==> src/rtl/sum_acc_pkg.sv <==
// Shared types and default sizing for the sum accumulator slice.
// The SUM_ACC_SATURATE_EN macro (see sum_accumulator.sv) does not affect this package.
package sum_acc_pkg;

    typedef enum logic [1:0] {
        IDLE  = 2'd0,
        ACCUM = 2'd1,
        DONE  = 2'd2
    } state_t;

    localparam int N_SAMPLES_DEF = 4;
    localparam int ACC_W_DEF     = 16;
    localparam int OPERAND_W     = 9;
    localparam int CNT_W         = 8;

endpackage

==> src/rtl/sum_acc_ctrl.sv <==
// Frame controller: IDLE/ACCUM/DONE sequencing, sample counter and handshake.
// Emits acc_upd on every accepted sample and acc_clr on release or abort.
module sum_acc_ctrl
    import sum_acc_pkg::*;
#(
    parameter int N_SAMPLES = N_SAMPLES_DEF
)
(
    input  logic clk,
    input  logic rst,
    input  logic clear,
    input  logic in_valid,
    input  logic out_ready,
    output logic in_ready,
    output logic out_valid,
    output logic acc_upd,
    output logic acc_clr
);

    localparam logic [CNT_W-1:0] LAST_CNT = CNT_W'(N_SAMPLES - 1);

    state_t           state;
    logic [CNT_W-1:0] cnt;
    logic             accept;
    logic             release_frame;

    // An abort overrides any handshake completing on the same edge.
    assign accept        = in_valid && in_ready && !clear;
    assign release_frame = out_valid && out_ready && !clear;
    assign acc_upd       = accept;
    assign acc_clr       = clear || release_frame;

    always_ff @(posedge clk) begin
        if (rst || clear) begin
            state     <= IDLE;
            cnt       <= '0;
            in_ready  <= 1'b1;
            out_valid <= 1'b0;
        end else begin
            case (state)
                IDLE: begin
                    if (accept) begin
                        cnt   <= CNT_W'(1);
                        state <= ACCUM;
                    end
                end
                ACCUM: begin
                    if (accept) begin
                        cnt <= cnt + CNT_W'(1);
                        if (cnt == LAST_CNT) begin
                            state     <= DONE;
                            in_ready  <= 1'b0;
                            out_valid <= 1'b1;
                        end
                    end
                end
                DONE: begin
                    // in_ready stays low on the release edge; next frame starts a cycle later.
                    if (release_frame) begin
                        state     <= IDLE;
                        cnt       <= '0;
                        in_ready  <= 1'b1;
                        out_valid <= 1'b0;
                    end
                end
                default: begin
                    state     <= IDLE;
                    cnt       <= '0;
                    in_ready  <= 1'b1;
                    out_valid <= 1'b0;
                end
            endcase
        end
    end

endmodule

==> src/rtl/sum_accumulator.sv <==
// Sums N_SAMPLES 9-bit adder results ({C_out,S}) per frame with sticky overflow.
// Define SUM_ACC_SATURATE_EN to clamp the total at 2^ACC_W-1 instead of wrapping.
module sum_accumulator
    import sum_acc_pkg::*;
#(
    parameter int N_SAMPLES = N_SAMPLES_DEF,
    parameter int ACC_W     = ACC_W_DEF
)
(
    input  logic             clk,
    input  logic             rst,
    input  logic             clear,
    input  logic             in_valid,
    output logic             in_ready,
    input  logic [7:0]       S,
    input  logic             C_out,
    output logic             out_valid,
    input  logic             out_ready,
    output logic [ACC_W-1:0] SUM,
    output logic             OVF
);

    logic             acc_upd;
    logic             acc_clr;
    logic [ACC_W-1:0] acc;
    logic             ovf;
    logic [ACC_W:0]   operand;
    logic [ACC_W:0]   sum_ext;
    logic [ACC_W-1:0] acc_next;

    sum_acc_ctrl #(
        .N_SAMPLES (N_SAMPLES)
    ) u_ctrl (
        .clk       (clk),
        .rst       (rst),
        .clear     (clear),
        .in_valid  (in_valid),
        .out_ready (out_ready),
        .in_ready  (in_ready),
        .out_valid (out_valid),
        .acc_upd   (acc_upd),
        .acc_clr   (acc_clr)
    );

    // One extra bit of headroom exposes the carry that signals overflow.
    assign operand = {{(ACC_W + 1 - OPERAND_W){1'b0}}, C_out, S};
    assign sum_ext = {1'b0, acc} + operand;

`ifdef SUM_ACC_SATURATE_EN
    assign acc_next = sum_ext[ACC_W] ? {ACC_W{1'b1}} : sum_ext[ACC_W-1:0];
`else
    assign acc_next = sum_ext[ACC_W-1:0];
`endif

    always_ff @(posedge clk) begin
        if (rst || acc_clr) begin
            acc <= '0;
            ovf <= 1'b0;
        end else if (acc_upd) begin
            acc <= acc_next;
            ovf <= ovf | sum_ext[ACC_W];
        end
    end

    assign SUM = acc;
    assign OVF = ovf;

endmodule

==> config.mk <==
export PLATFORM = sky130hd
export DESIGN_NAME = sum_accumulator
export DESIGN_NICKNAME = d
export VERILOG_FILES = /design/src/rtl/sum_acc_pkg.sv /design/src/rtl/sum_acc_ctrl.sv /design/src/rtl/sum_accumulator.sv
export SDC_FILE = /design/constraint.sdc
export NUM_CORES = 1
export LEC_CHECK = 0
export CAP_MARGIN = 20
export CORE_MARGIN = 2
export CORE_UTILIZATION = 49
export DETAILED_ROUTE_END_ITERATION = 12
export PLACE_DENSITY = 0.76
export SYNTH_ARGS = -nofsm -noshare
export SYNTH_HDL_FRONTEND = slang
export SYNTH_SLANG_ARGS = --single-unit
==> constraint.sdc <==
create_clock -name clk -period 2.7 [get_ports clk]
set_input_delay 0.27 -clock clk [delete_from_list [all_inputs] [get_ports clk]]
set_output_delay 0.27 -clock clk [all_outputs]
set_load 0.05 [all_outputs]
==> flow_summary.ini <==
[run_status]
outcome = finished, final reports clean

[synthesis]
ys_ff_latch = 29
syn_area_um2 = 1674
syn-num-nets = 221
synth_top_area_cell = dfxtp_1
ys_types = 44
yosysTopAreaCellShare_pct = 34.68
ys_top_cells_by_count = dfxtp_1, nand2_1, a21oi_1, nor2_1
ys.flop_type = dfxtp_1
synth-async-reset-ratio_pct = 0
netlist_instances = 196
ys_seq_area_share_pct = 34.68
ys_warn_count = 0
synth_area_leaders = dfxtp_1, ha_1, nand2_1
synth_edf_count = 0
avgSynthCellArea_um2 = 8.541

[layout]
finalNetCount = 256
diodes = 0
drive_gt1_share_pct = 6.061
design_area_um2 = 2090
syn_to_final_growth_pct = 24.81

[cts]
post_cts_resized = 0
clkSinkCount = 29
hold_buffers = 0
clkSlewWorstSetupHoldPaths_ps = 90
h-tree-depth = 2
cts_root_buf = clkbuf_4
cts_tree = built
clockBufferDepth = 2
clk_latency_ps = 330
numCtsBuffers = 5
post_cts_buffers = 0

[hold_path]
min_to = OVF
hold_class = register to register
hold_depth = 2
min_from = OVF

[sta]
whs_ps = 458.4
max_slew_margin_pct = 66.72
rsz0062_at_grt = no
period_share_pct = 79.10
final.setup.tns_ps = 0
finalSetupViolations = 0
worst_pin_slew_ps = 497.6
final_hold_viol_count = 0
layout_min_cycle_time_ps = 2136
fmax_mhz = 468.2
finalClockSkew_ps = 8.681
report.final.slew_viol_count = 0

[power]
power_density_nw_per_um2 = 396.5
leakage_nw = 0.7782
peakVddDrop_uv = 248.5

[drt]
routed_wl_um = 3560
wl_per_cell_um = 12.85
drt_iter0_drc = 79
via_count = 1536
drc = 0
wl_met1_um = 1788
top_layer_used = met4
viasPerCell = 5.545
dr.pass1.iters = 4
ant_nets = 0
route.met3.wl_um = 219
wl_met2_um = 1476

[worst_setup_path]
r2r-end = SUM[14]
crit_family = compound AO/OA/AOI/OAI gates
r2r_cells = 7
cp.arrival_ps = 2410
cpPeakStageDelay_ps = 440
end_kind = register
rr_startpoint = SUM[0]
crit_slowest_cell = fa_1
cp-start-kind = primary input
crit_fanout = 5
r2r_slack_ps = 590
path_cells = clkdlybuf4s50_1 > ha_1 > fa_1 > a211oi_2 > nor3_1 > o21a_1 > o2111ai_1 > mux2i_1
worstPathBufferInverterCount = 1
crit_type = primary input to register
cp.required_ps = 2970

[floorplan]
die_w_um = 62.45
coreArea_um2 = 3311
die_h_um = 62.45
fp.dieArea_um2 = 3900
start_util_pct = 50.57
io_pins = 33
num_rows = 21

[place]
hpwl_um = 2537
placed_area_um2 = 2034
port_buffers = 32
place.gp.congestion = 0.7962

[grt]
grt_overflow = 0
grt_pass1_vias = 1411
antenna_found_initial = 0
grt_usage_pct = 20.14
grt_max_degree = 17
grt_pass1_wl_um = 6279

[run]
maxCapViolations = 0
[routing by layer]
layer / GRT usage (%) / vias to the layer above
li1: - / 788
met1: 26.94 / 702
met2: 28.63 / 40
met3: 6.847 / 6
met4: 10.56 / 0
met5: 0 / -
[tightest hold or removal path, cell delays in order, from the launching register on]
cell and delay [ps]:
dfxtp_1 320, nand2_1 50, o31ai_1 50
[report_power, final]
part | internal (mW) | switching [mW]
Combinational | 0.0524 | 0.0666
Clock | 0.123 | 0.150
Sequential | 0.432 | 0.00437
Total | 0.607 | 0.221
[logic make-up after synthesis]
| group | share of synthesized area, % |
|---|---|
| fa+ha+maj | 8.670 |
| compound gates | 21.15 |
| buf+inv | 1.495 |
| flops | 34.68 |
| xor+xnor | 4.186 |
| simple gates | 26.23 |
| mux | 3.588 |
[cell type report]
class	count	area, um^2
multi-input cells	162	1069
flip-flops and latches	29	580.6
repair buffers	33	327.8
well taps	46	57.56
fillers	321	1221
clock buffers	7	55.05
[state kept, by name, summed over array words and instances (netlist names)]
| signal | flops |
|---|---|
| OVF | 1 |
| SUM | 16 |
| u_ctrl.cnt | 8 |
| u_ctrl.in_ready | 1 |
| u_ctrl.out_valid | 1 |
| u_ctrl.state | 2 |
[layout by cell type (no fill, tap or decap), types with 2 or more instances in the layout]
| cell | count |
|---|---|
| a2111o_1 | 3 |
| a211oi_1 | 2 |
| a21o_1 | 3 |
| a21oi_1 | 18 |
| and2_1 | 2 |
| and3_1 | 4 |
| clkbuf_4 | 5 |
| clkdlybuf4s50_1 | 32 |
| dfxtp_1 | 29 |
| ha_1 | 10 |
| mux2i_1 | 6 |
| nand2_1 | 29 |
| nand2b_1 | 3 |
| nand3_1 | 8 |
| nand4_1 | 6 |
| nor2_1 | 16 |
| nor3_1 | 5 |
| nor4b_1 | 3 |
| o211ai_1 | 2 |
| o21a_1 | 3 |
| o21ai_0 | 10 |
| o21bai_1 | 2 |
| xnor2_1 | 3 |
| xor2_1 | 5 |
[metrics by stage]
step,std cells,util [%],power (mW),setup WS (ps)
2_1_floorplan,196,-,0.5234,502.2
3_3_place_gp,270,61.45,0.5638,263.4
3_5_place_dp,270,61.45,0.5649,225.8
4_1_cts,277,63.11,0.8378,574.7
5_1_grt,277,63.11,0.8656,465.3
6_report,277,63.11,0.8285,564.3
[how the worst max path moves through the flow]
stage	depth (start not counted)	startpoint	to
2_1_floorplan	7	SUM[0]	SUM[14]
3_3_place_gp	8	S[0]	SUM[14]
3_5_place_dp	8	S[0]	SUM[14]
4_1_cts	8	S[0]	SUM[14]
5_1_grt	7	SUM[0]	SUM[12]
6_report	8	S[0]	SUM[14]
No activity file was read; power rests on OpenSTA's default activity.
